<file path="src/rtl/fht_io_pkg.sv">
// Shared definitions for the FHT host I/O controller: point count, FSM encoding and bit reversal.
package fht_io_pkg;
   localparam int A_BIT_DEF = 8;
   localparam int LOG2_N    = A_BIT_DEF + 2;
   localparam int N_POINT   = 1 << LOG2_N;
   localparam int MAX_IDX_W = 16;

   typedef enum logic [2:0] {
      IDLE   = 3'd0,
      LOAD   = 3'd1,
      START  = 3'd2,
      WAIT   = 3'd3,
      UNLOAD = 3'd4
   } fht_io_state_e;

   // Reverses the low `width` bits of v; bits at and above `width` come back as zero.
   function automatic logic [MAX_IDX_W-1:0] bit_rev(input logic [MAX_IDX_W-1:0] v, input int width);
      logic [MAX_IDX_W-1:0] r;
      r = '0;
      for (int i = 0; i < MAX_IDX_W; i++) begin
         if (i < width) r[width-1-i] = v[i];
      end
      return r;
   endfunction
endpackage

</file>
<file path="src/rtl/fht_io_skid.sv">
// Small credit-managed FIFO holding bank read data until the output stream accepts it.
// The issuer never has more than DEPTH reads in flight plus stored, so pushes never overflow.
module fht_io_skid
   import fht_io_pkg::*;
#(
   parameter int DW    = 16,
   parameter int DEPTH = 2,
   localparam int PW   = (DEPTH > 1) ? $clog2(DEPTH) : 1,
   localparam int CW   = $clog2(DEPTH + 1)
) (
   input  logic          iCLK,
   input  logic          iRESET,
   input  logic          push_i,
   input  logic [DW-1:0] push_data_i,
   input  logic          pop_i,
   output logic [DW-1:0] data_o,
   output logic          valid_o,
   output logic [CW-1:0] count_o
);
   logic [DW-1:0] mem_q [DEPTH];
   logic [PW-1:0] wr_ptr_q, wr_ptr_d;
   logic [PW-1:0] rd_ptr_q, rd_ptr_d;
   logic [CW-1:0] count_q, count_d;
   logic          do_push, do_pop;

   always_comb begin
      do_push  = push_i && (count_q != CW'(DEPTH));
      do_pop   = pop_i && (count_q != '0);
      wr_ptr_d = wr_ptr_q;
      rd_ptr_d = rd_ptr_q;
      count_d  = count_q;
      if (do_push) wr_ptr_d = (wr_ptr_q == PW'(DEPTH - 1)) ? '0 : wr_ptr_q + 1'b1;
      if (do_pop)  rd_ptr_d = (rd_ptr_q == PW'(DEPTH - 1)) ? '0 : rd_ptr_q + 1'b1;
      case ({do_push, do_pop})
         2'b10:   count_d = count_q + 1'b1;
         2'b01:   count_d = count_q - 1'b1;
         default: count_d = count_q;
      endcase
   end

   always_ff @(posedge iCLK or negedge iRESET) begin
      if (!iRESET) begin
         wr_ptr_q <= '0;
         rd_ptr_q <= '0;
         count_q  <= '0;
         for (int i = 0; i < DEPTH; i++) mem_q[i] <= '0;
      end else begin
         wr_ptr_q <= wr_ptr_d;
         rd_ptr_q <= rd_ptr_d;
         count_q  <= count_d;
         if (do_push) mem_q[wr_ptr_q] <= push_data_i;
      end
   end

   assign data_o  = mem_q[rd_ptr_q];
   assign valid_o = (count_q != '0);
   assign count_o = count_q;
endmodule

</file>
<file path="src/rtl/fht_io_control.sv">
// Host-side sample loader / result unloader for the 4-bank FHT engine.
// Define FHT_IO_BITREV_EN to load in bit-reversed order; otherwise the load is natural order.
module fht_io_control
   import fht_io_pkg::*;
#(
   parameter int A_BIT     = A_BIT_DEF,
   parameter int START_LEN = 4,
   parameter int RD_LAT    = 1
) (
   input  logic             iCLK,
   input  logic             iRESET,
   input  logic             iIN_VALID,
   output logic             oIN_READY,
   output logic             oIN_LAST_ERR,
   input  logic             iIN_LAST,
   output logic [A_BIT-1:0] oWR_ADDR,
   output logic [3:0]       oWR_EN,
   output logic             oFHT_START,
   input  logic             iFHT_RDY,
   input  logic             iFHT_SOURCE,
   output logic             oRD_SET,
   output logic [A_BIT-1:0] oRD_ADDR,
   output logic [1:0]       oRD_BANK,
   input  logic [15:0]      iRD_DATA,
   output logic [15:0]      oOUT_DATA,
   output logic             oOUT_VALID,
   input  logic             iOUT_READY,
   output logic             oOUT_LAST,
   output logic             oBUSY,
   output logic [2:0]       oDBG_STATE
);
   localparam int LOGN  = A_BIT + 2;
   localparam int NPT   = 1 << LOGN;
   localparam int DEPTH = RD_LAT + 1;
   localparam int CW    = $clog2(DEPTH + 1);
   localparam logic [LOGN-1:0] LAST_IDX = LOGN'(NPT - 1);

   fht_io_state_e     state_q, state_d;
   logic [LOGN-1:0]   idx_q, idx_d;
   logic [LOGN-1:0]   k_q, k_d;
   logic [LOGN-1:0]   out_cnt_q, out_cnt_d;
   logic              issue_done_q, issue_done_d;
   logic [7:0]        start_cnt_q, start_cnt_d;
   logic              rdy_prev_q;
   logic              seen_low_q, seen_low_d;
   logic              rd_set_q, rd_set_d;
   logic              last_err_q, last_err_d;
   logic [RD_LAT-1:0] pipe_q, pipe_d;

   logic [LOGN-1:0]   r;
   logic              in_hs, out_hs, issue, rdy_rise, is_last_idx;
   logic [7:0]        inflight, used;
   logic [CW-1:0]     skid_count;
   logic              skid_valid;
   logic [15:0]       skid_data;

   always_comb begin
`ifdef FHT_IO_BITREV_EN
      r = LOGN'(bit_rev(MAX_IDX_W'(idx_q), LOGN));
`else
      r = idx_q;
`endif
   end

   assign in_hs       = (state_q == LOAD) && iIN_VALID;
   assign is_last_idx = (idx_q == LAST_IDX);
   assign out_hs      = skid_valid && iOUT_READY;
   assign rdy_rise    = iFHT_RDY && !rdy_prev_q && seen_low_q;

   // Reads in flight plus stored data must never exceed the skid depth; a pop this cycle frees a slot.
   always_comb begin
      inflight = '0;
      for (int i = 0; i < RD_LAT; i++) inflight = inflight + 8'(pipe_q[i]);
      used   = 8'(skid_count) + inflight - 8'(out_hs);
      issue  = (state_q == UNLOAD) && !issue_done_q && (used < 8'(DEPTH));
      pipe_d = RD_LAT'({pipe_q, issue});
   end

   always_comb begin
      state_d      = state_q;
      idx_d        = idx_q;
      k_d          = k_q;
      out_cnt_d    = out_cnt_q;
      issue_done_d = issue_done_q;
      start_cnt_d  = '0;
      seen_low_d   = 1'b0;
      rd_set_d     = rd_set_q;
      last_err_d   = last_err_q;
      case (state_q)
         IDLE: begin
            if (iIN_VALID && iFHT_RDY) state_d = LOAD;
         end
         LOAD: begin
            if (in_hs) begin
               idx_d = idx_q + 1'b1;
               if (iIN_LAST != is_last_idx) last_err_d = 1'b1;
               if (is_last_idx) begin
                  idx_d   = '0;
                  state_d = START;
               end
            end
         end
         START: begin
            start_cnt_d = start_cnt_q + 1'b1;
            seen_low_d  = seen_low_q || !iFHT_RDY;
            if (start_cnt_q == 8'(START_LEN - 1)) state_d = WAIT;
         end
         WAIT: begin
            seen_low_d = seen_low_q || !iFHT_RDY;
            if (rdy_rise) begin
               rd_set_d = iFHT_SOURCE;
               state_d  = UNLOAD;
            end
         end
         UNLOAD: begin
            if (issue) begin
               k_d = k_q + 1'b1;
               if (k_q == LAST_IDX) issue_done_d = 1'b1;
            end
            if (out_hs) begin
               out_cnt_d = out_cnt_q + 1'b1;
               if (out_cnt_q == LAST_IDX) begin
                  state_d      = IDLE;
                  k_d          = '0;
                  out_cnt_d    = '0;
                  issue_done_d = 1'b0;
               end
            end
         end
         default: state_d = IDLE;
      endcase
   end

   always_ff @(posedge iCLK or negedge iRESET) begin
      if (!iRESET) begin
         state_q      <= IDLE;
         idx_q        <= '0;
         k_q          <= '0;
         out_cnt_q    <= '0;
         issue_done_q <= 1'b0;
         start_cnt_q  <= '0;
         rdy_prev_q   <= 1'b0;
         seen_low_q   <= 1'b0;
         rd_set_q     <= 1'b0;
         last_err_q   <= 1'b0;
         pipe_q       <= '0;
      end else begin
         state_q      <= state_d;
         idx_q        <= idx_d;
         k_q          <= k_d;
         out_cnt_q    <= out_cnt_d;
         issue_done_q <= issue_done_d;
         start_cnt_q  <= start_cnt_d;
         rdy_prev_q   <= iFHT_RDY;
         seen_low_q   <= seen_low_d;
         rd_set_q     <= rd_set_d;
         last_err_q   <= last_err_d;
         pipe_q       <= pipe_d;
      end
   end

   fht_io_skid #(
      .DW    (16),
      .DEPTH (DEPTH)
   ) u_skid (
      .iCLK        (iCLK),
      .iRESET      (iRESET),
      .push_i      (pipe_q[RD_LAT-1]),
      .push_data_i (iRD_DATA),
      .pop_i       (out_hs),
      .data_o      (skid_data),
      .valid_o     (skid_valid),
      .count_o     (skid_count)
   );

   assign oIN_READY    = (state_q == LOAD);
   assign oIN_LAST_ERR = last_err_q;
   assign oWR_ADDR     = r[LOGN-1:2];
   assign oWR_EN       = in_hs ? (4'b0001 << r[1:0]) : 4'b0000;
   assign oFHT_START   = (state_q == START);
   assign oRD_SET      = rd_set_q;
   assign oRD_ADDR     = k_q[LOGN-1:2];
   assign oRD_BANK     = k_q[1:0];
   assign oOUT_DATA    = skid_data;
   assign oOUT_VALID   = skid_valid;
   assign oOUT_LAST    = skid_valid && (out_cnt_q == LAST_IDX);
   assign oBUSY        = (state_q != IDLE);
   assign oDBG_STATE   = state_q;
endmodule
</file>
<file path="config.mk">
export PLATFORM = sky130hd
export DESIGN_NAME = fht_io_control
export DESIGN_NICKNAME = d
export VERILOG_FILES = /design/src/rtl/fht_io_pkg.sv /design/src/rtl/fht_io_skid.sv /design/src/rtl/fht_io_control.sv
export SDC_FILE = /design/constraint.sdc
export NUM_CORES = 1
export LEC_CHECK = 0
export CORE_MARGIN = 1
export CORE_UTILIZATION = 40
export CTS_BUF_LIST = sky130_fd_sc_hd__clkbuf_8 sky130_fd_sc_hd__clkbuf_16
export DETAILED_ROUTE_END_ITERATION = 6
export PLACE_DENSITY = 0.65
export SLEW_MARGIN = 20
export SYNTH_ARGS = -nofsm -noshare
export SYNTH_HDL_FRONTEND = slang
export SYNTH_HIERARCHICAL = 1
export SYNTH_SLANG_ARGS = --single-unit
</file>
<file path="constraint.sdc">
create_clock -name iCLK -period 2.9 [get_ports iCLK]
set_clock_uncertainty 0.15 [all_clocks]
set_input_delay 0.58 -clock iCLK [delete_from_list [all_inputs] [get_ports iCLK]]
set_output_delay 0.58 -clock iCLK [all_outputs]
set_load 0.01 [all_outputs]
</file>
Yosys cells after proc, flatten, opt, wreduce, memory -nomap -nowiden
Index checks and enable logic that the tools add are counted.

storage, ports and cells
  register bits after elaboration = 83
  bits in latches = 0
  memory bits (writable) = 0
  ROM bits = 0
  input bits = 23
  memories kept = 0

operators by class
  add/sub/neg operators = 10
  multipliers = 0
  divide/modulo/power cells = 0
  $lt $le $gt $ge = 4
  eq/ne operators = 19
  shift operators = 1
  multiplexer cells = 29
  bitwise logic cells = 2
  reduce and logical (&&, ||, !) cells = 25

operators with widths
  cell                     number
  $mux W16                 4
  $mux W10                 5
  $bwmux W32               1
  $add A10 B1 Y10 const B  3
  $eq A10 B10 Y1 const B   3
  $mux W3                  7
  $demux W16 S1            1
  $pmux W3 S5              1
  $logic_and A1 B1 Y1      11
  $add A8 B1 Y8 const B    1
  $eq A8 B2 Y1 const B     1
  $lt A8 B2 Y1 const B     1
  $mux W8                  1
  $ne A2 B1 Y1 const B     4
  $ne A2 B2 Y1 const B     4
  $mux W1                  7
  $reduce_and A7 Y1        1
  $eq A3 B2 Y1 const B     2
  $reduce_and A2 Y1        3
  $ge A2 B2 Y1 const B     2
  $mux W4                  1
  $not A1 Y2               2
  $pmux W2 S2              1
  $reduce_bool A2 Y1       2
  other kinds (18)         21

Logic depth before layout (Yosys ltp)
Gate-level depths: netlist of run 1.

  depth after elaboration = 8
  gate-level depth with buffers = 11
  gate-level depth less buffers = 11

Cells and area by module
Netlist of run 1, hierarchy kept.

modules (own cells, without submodules)
  module          instances  cells an instance  area an instance (um^2)  sequential area each (um^2)
  fht_io_control  1          252                2,462.4                  1,176.1
  fht_io_skid     1          103                1,699.1                  900.9

Worst setup path after synthesis of run 1
OpenSTA, ideal clock, no wires.

  path kind = register -> register
  start = reg u_skid.count_q[0], in the netlist u_skid/count_o[0]
  end = reg k_q[6]
  library setup time = 0.120 ns
  arrival = 2.672 ns
  required time = 2.630 ns
  path slack = -0.042 ns
  stages on the path, launching flop included = 11
  path buffers = 1
  cell sequence = dfrtp_1 or2_2 nand2_1 nand2_1 a21boi_0 fa_1 or3_1 buf_6 nor4_1 xnor2_1 nor2_2

on the way
  cells in the longest elaborated chain, start to end = 8
  elaborated cells on any way between the ends = 9
  classes of those cells = 2 x add/sub; 1 x order compare; 3 x mux; 3 x reduce/logical

RTL lines
  what                      line                   text
  start: declaration        fht_io_skid.sv:23      logic [CW-1:0] count_q, count_d;
  start signal: assignment  fht_io_skid.sv:50      count_q <= count_d;
  $reduce_bool A2 Y1 *      fht_io_skid.sv:56      assign valid_o = (count_q != '0);
  via oOUT_VALID            fht_io_control.sv:26   output logic oOUT_VALID,
  $logic_and A1 B1 Y1 *     fht_io_control.sv:67   assign out_hs = skid_valid && iOUT_READY;
  $sub A3 B1 Y4             fht_io_control.sv:74   used = 8'(skid_count) + inflight - 8'(out_hs);
  $lt A8 B2 Y1              fht_io_control.sv:75   issue = (state_q == UNLOAD) && !issue_done_q && (used < 8'(DEPTH));
  $logic_and A1 B1 Y1       fht_io_control.sv:75
  $mux W10                  fht_io_control.sv:116  if (issue) begin
  $mux W10                  fht_io_control.sv:122  if (out_cnt_q == LAST_IDX) begin
  $mux W10 *                fht_io_control.sv:120  if (out_hs) begin
  end signal: assignment    fht_io_control.sv:150  k_q <= k_d;
  end: declaration          fht_io_control.sv:40   logic [LOGN-1:0] k_q, k_d;

Mark *: on every way through the listed nets, which the timed path passes. The rest lies on a longest branch.
A chain may end at the register's enable or synchronous reset.

Worst setup path in the final report of run 1
  start = in iOUT_READY
  end = reg k_q[6]

on the way
  cells in the longest elaborated chain, start to end = 7

RTL lines
  what                   line                   text
  start: declaration     fht_io_control.sv:27   input logic iOUT_READY,
  $logic_and A1 B1 Y1 *  fht_io_control.sv:67
  via out_hs             fht_io_control.sv:51   logic in_hs, out_hs, issue, rdy_rise, is_last_idx;
  $sub A3 B1 Y4          fht_io_control.sv:74
  $lt A8 B2 Y1           fht_io_control.sv:75
  $logic_and A1 B1 Y1    fht_io_control.sv:75
  $mux W10               fht_io_control.sv:116
  $mux W10               fht_io_control.sv:122
  $mux W10 *             fht_io_control.sv:120

Marked as above.

==> impl_metrics.tcl, run 1 <==
set metrics [dict create \
    syn_area_sq_mm 0.00416 \
    grt_pass1_vias 2894 \
    cp_max_fo 10 \
    rows 36 \
    synth_area_leader_cell "dfrtp_1" \
    worstSetupEndpointType "flop" \
    synth_edf_count 0 \
    hp-class "reg2reg" \
    tritoncts "yes" \
    setup_viol 0 \
    yosysSeqAreaShare 0.499 \
    path_clk_slew_ns 0.09 \
    hold_viol_final 0 \
    avgViaCountPerCell 4.97 \
    synth_top_area_frac 0.499 \
    outcome "complete, no violations" \
    clock-sinks 83 \
    crit_arrival_ns 2.88 \
    grtUsageTotal 0.160 \
    r2r_setup_slack_ns 0.17 \
    numCtsBuffers 9 \
    numPlacedInstances 555 \
    timing.final.crit_share 0.958 \
    async_flop_share 1.00 \
    crit_path_start "iOUT_READY" \
    ant_nets 0 \
    peakVddDrop_v 0.000395 \
    yosys_warnings 6 \
    drt_first_pass_iters 4 \
    num_vias 2846 \
    fmax_ghz 0.360 \
    maxCapViolCount 0 \
    tightest_slew_ns 0.508 \
    drive_gt1_frac 0.230 \
    p_per_area_mw_per_mm2 866 \
    start_util 0.420 \
    routabilityCongestion 0.798 \
    synth_area_per_cell_sq_um 11.7 \
    p_total_mw 4.55 \
    start_kind "input port" \
    stdcell_count 573 \
    synth_nets 387 \
    crit_type "in2reg" \
    r2r_end "k_q[6]" \
    min_period_ns 2.78 \
    rr_worst_depth 9 \
    ios 71 \
    synth_cells 355 \
    drt_iter0_drc 73 \
    clock_latency_ns 0.35 \
    wl_mm 8.14 \
    dieArea_sq_mm 0.0108 \
    synthTopCellsByCount "dfrtp_1 (83), nor2_1 (31), mux2_2 (30)" \
    rsz0062_at_grt "false" \
    core_area_sq_mm 0.00991 \
    ys_types 51 \
    htree_levels 3 \
    antenna_found_initial 0 \
    yosysMostFrequentCell "dfrtp_1" \
    maxSlewHeadroom 0.659 \
    area_growth_pct 26.4 \
    diodes 0 \
    io_buffers 70 \
    drv_slew 0 \
    synthTopCellsByArea "dfrtp_1 (50%), mux2_2 (8.1%), mux2_4 (7.2%), xnor2_1 (4.2%), xor2_1 (2.9%)" \
    cts_max_path_buffers 2 \
    drc 0 \
    grt_overflow 0 \
    ys_ff_latch 83 \
    hpwl_mm 5.69 \
    worstPathRequired_ns 3.00 \
    grt_pass1_wl_mm 14.0 \
    ys.flop_type "dfrtp_1" \
    reg2reg_from "u_skid/count_o[0]" \
    die_h_microns 104 \
    die_x_microns 104 \
    avgRoutedWirePerCell_microns 14.2 \
    power.leakage_nw 2.30 \
    grt_start_max_net_pins 56 \
    final_nets 467 \
    root_buffer "clkbuf_8" \
    critPathCapture "k_q[6]" \
]
sequential cells by signal, summed over array words and instances, names as in the netlist:
name             flops
u_skid/mem_q        32
u_skid/wr_ptr_q      1
seen_low_q           1
oRD_SET              1
out_cnt_q           10
u_skid/rd_ptr_q      1
k_q                 10
oIN_LAST_ERR         1
rdy_prev_q           1
issue_done_q         1
idx_q               10
pipe_q               1
u_skid/count_o       2
start_cnt_q          8
oDBG_STATE           3
how the worst min path moves through the flow:
stage,startpoint,end,slack (ns),cells after the start
3_3_place_gp,oIN_LAST_ERR,oIN_LAST_ERR,0.29,1
4_1_cts,oIN_LAST_ERR,oIN_LAST_ERR,0.33,1
6_report,oIN_LAST_ERR,oIN_LAST_ERR,0.32,1
3_5_place_dp,oIN_LAST_ERR,oIN_LAST_ERR,0.30,1
2_1_floorplan,iRESET,idx_q[0],0.13,0
5_1_grt,oIN_LAST_ERR,oIN_LAST_ERR,0.34,1
metal layers:
| layer | global-route usage | share of wire | up-vias |
|---|---|---|---|
| li1 | - | - | 1376 |
| met1 | 0.217 | 0.48 | 1408 |
| met2 | 0.249 | 0.47 | 56 |
| met3 | 0.0326 | 0.038 | 6 |
| met4 | 0.0643 | 0.0095 | 0 |
| met5 | 0 | 0 | - |
cells by family (layout without fill, tap and decap cells):
| family | after synthesis | after routing | share of synthesized area |
|---|---|---|---|
| xor gates and xnor gates | 34 | 34 | 0.0716 |
| muxes | 50 | 50 | 0.153 |
| adders and majority gates | 9 | 9 | 0.0289 |
| and+or+nand+nor | 129 | 129 | 0.165 |
| DFF | 83 | 83 | 0.499 |
| buffers and inverters | 28 | 113 | 0.0487 |
| AOI/OAI and AO/OA | 22 | 22 | 0.0334 |
stage by stage:
step | area (sq um) | utilization | hold WS [ns] | setup TNS, ns | worst slack, ns
floorplan | 4160 | - | 0.134 | 0 | 0.0191
global placement | 4990 | 0.504 | 0.293 | -3.49 | -0.340
detailed placement | 4990 | 0.504 | 0.302 | -3.95 | -0.417
CTS | 5220 | 0.527 | 0.325 | 0 | 0.00228
global route | 5260 | 0.531 | 0.344 | 0 | 0.0203
finish | 5260 | 0.531 | 0.319 | 0 | 0.121
layout by cell type (no fill, tap or decap), types with 3 or more instances in the layout:
cell type	n
xnor2_1	20
nor4_1	3
xor2_1	14
ha_1	8
dfrtp_1	83
buf_4	18
mux2_2	30
nand4_1	5
nand2_1	25
and4_1	3
inv_1	8
nor3_1	7
nand3_1	17
mux2_4	20
clkbuf_8	9
nor2b_1	3
clkdlybuf4s50_1	67
and3_1	8
nor2_1	31
nor4_2	3
o21ai_0	8
power breakdown:
part / internal [mW] / switching [mW]
registers: 1.50 / 0.246
logic: 1.18 / 0.781
clock network: 0.404 / 0.443
cell type report:
type	count	area, sq um
tap	133	166
sequential	83	2080
clock inverter	7	76.3
fill	876	4650
inverter	8	30.0
clock buffer	9	124
timing repair buffer	89	857
multi-input combinational	244	1930
critical path: stages:
cell	delay (ns)
clkdlybuf4s50_1	0.48
nand2_1	0.08
inv_1	0.07
nand2b_1	0.07
a21boi_1	0.18
fa_1	0.45
or3_4	0.45
nor4_2	0.31
xnor2_1	0.18
nor2_2	0.04
repair_timing:
action,CTS,global route
resized for setup,4,7
hold buffers,1,0
setup buffers,0,1
setup endpoints to repair,6,12
hold endpoints to repair,16,0
No activity file was read; power rests on OpenSTA's default activity.
==> run 2: changes to the inputs <==
--- a/config.mk
+++ b/config.mk
@@ -10,6 +10,7 @@
 export CTS_BUF_LIST = sky130_fd_sc_hd__clkbuf_8 sky130_fd_sc_hd__clkbuf_16
 export DETAILED_ROUTE_END_ITERATION = 6
 export PLACE_DENSITY = 0.65
+export RECOVER_POWER = 50
 export SLEW_MARGIN = 20
 export SYNTH_ARGS = -nofsm -noshare
 export SYNTH_HDL_FRONTEND = slang
==> run 2 against run 1 <==
Net effect:
- the flow now finishes with violations (capacitance limit, slew limit)
- first-iteration DRC count down 6.8%
- power decreased by 1.9%
- sequential share of layout area increased by 0.38 points
- wire length shrank 0.18%
- cell count is the same
- register-to-register slack is essentially flat
- combinational power decreased by 5%
- count of clock-buffer cells in the layout unchanged
- critical path type unchanged
- via count grew 0.46%
- global-route usage unchanged
==> impl_metrics.tcl, run 2 (synthesis results as in run 1) <==
set metrics [dict create \
    htree_levels 3 \
    drt_first_pass_iters 4 \
    hold_viol_final 0 \
    worstSetupEndpointType "flop" \
    cp_max_fo 10 \
    hpwl_mm 5.69 \
    worstPathRequired_ns 3.00 \
    place_area_sq_mm 0.00499 \
    setup_viol 0 \
    path_clk_slew_ns 0.09 \
    seqCellArea_sq_mm 0.00208 \
    rr_worst_depth 9 \
    grt_pass1_wl_mm 14.0 \
    grt_overflow 0 \
    fmax_ghz 0.359 \
    cts_max_path_buffers 2 \
    diodes 0 \
    grt_pass1_vias 2894 \
    wl_mm 8.12 \
    final_cell_mix "dfrtp_1 (83), clkdlybuf4s50_1 (66), nor2_1 (31)" \
    final_nets 467 \
    tns_ns 0 \
    maxSlewHeadroom -0.0944 \
    drt_iter0_drc 68 \
    grt_start_max_net_pins 56 \
    min_period_ns 2.78 \
    stdcell_area_sq_mm 0.00521 \
    start_kind "input port" \
    regMostFlops "u_skid/mem_q" \
    crit_arrival_ns 2.89 \
    area_growth_pct 25.2 \
    tritoncts "yes" \
    power.leakage_nw 2.26 \
    dieArea_sq_mm 0.0108 \
    avgRoutedWirePerCell_microns 14.2 \
    avgViaCountPerCell 4.99 \
    critPathSlowestCell "clkdlybuf4s50_1" \
    clock_latency_ns 0.35 \
    ios 71 \
    outcome "finished, violations left" \
    ant_nets 0 \
    clock-sinks 83 \
    crit_type "in2reg" \
    fin_util 0.526 \
    hp-class "reg2reg" \
    rsz0062_at_grt "false" \
    die_x_microns 104 \
    cp.depth 10 \
    place_ws_ns -0.417 \
    timing.final.crit_share 0.959 \
    p_per_area_mw_per_mm2 857 \
    crit_chain "clkdlybuf4s50_1 -> nand2_1 -> inv_1 -> nand2b_1 -> a21boi_1 -> fa_1 -> or3_4 -> nor4_2 -> xnor2_1 -> nor2_2" \
    final_common_cell "dfrtp_1" \
    cpPeakStageDelay_ns 0.48 \
    start_util 0.420 \
    whs_path_depth 1 \
    grtUsageTotal 0.160 \
    num-fill-cells 888 \
    root_buffer "clkbuf_8" \
    drive_gt1_frac 0.202 \
    routabilityCongestion 0.798 \
    hold_slack_ns 0.319 \
    setup_slack_ns 0.118 \
    crit_family "simple AND/OR/NAND/NOR gates" \
    num_vias 2859 \
    rows 36 \
    io_buffers 70 \
    violations "capacitance limit, slew limit" \
    multi_input_area_sq_mm 0.00189 \
    numPlacedInstances 555 \
    stdcell_count 573 \
    maxCapViolCount 1 \
    tightest_slew_ns 1.64 \
    core_area_sq_mm 0.00991 \
    path_buf_inv 2 \
    die_h_microns 104 \
    peakVddDrop_v 0.000386 \
    largest_reg_flops 32 \
    drc 0 \
    p_total_mw 4.47 \
    drv_slew 29 \
    antenna_found_initial 0 \
    numCtsBuffers 9 \
]
[run 2: cell count changes in the layout (fill, tap and decap cells not counted)]
cell / delta
clkdlybuf4s50_1: -1
mux2_4: -8
dlygate4sd3_1: +1
nand2b_4: -1
buf_4: -2
and2_1: -2
mux2_1: +8
nand2b_1: +1
clkbuf_1: +2
and3_1: +1
and2_0: +2
and3_4: -1
[run 2: layout make-up]
cell class,count,area share
Timing Repair Buffer,89,0.163
Clock buffer,9,0.0238
Multi-Input combinational cell,244,0.362
Clock inverter,7,0.0147
Tap cell,133,0.0319
Inverter,8,0.00577
Sequential cell,83,0.399
[run 2: where the power goes]
part	switching, mW	internal, mW	leakage [nW]
combinational	0.770	1.10	1.11
sequential	0.242	1.50	1.05
clock	0.445	0.404	0.0962
total	1.46	3.01	2.26
[run 2: worst paths after layout]
check | from | end | slack (ns)
worst max register to register | u_skid/count_o[0] | k_q[6] | 0.16
worst max-delay path | iOUT_READY | k_q[6] | 0.12
min in group asynchronous | iRESET | idx_q[6] | 1.02
worst min-delay path | oIN_LAST_ERR | oIN_LAST_ERR | 0.32
max in group asynchronous | iRESET | k_q[3] | 0.57
worst min register to register | oIN_LAST_ERR | oIN_LAST_ERR | 0.32
[run 2: repair_timing]
action,4_1_cts,5_1_grt
setup endpoints to repair,6,12
buffers inserted,0,1
hold buffers,1,0
gates resized for setup,4,7
gates cloned,0,0
hold endpoints to repair,16,0
[run 2: per-layer routing]
metal  share of wire  GRT usage
met1            0.48      0.217
met2            0.47      0.249
met3           0.039     0.0326
met4           0.011     0.0643
met5               0          0
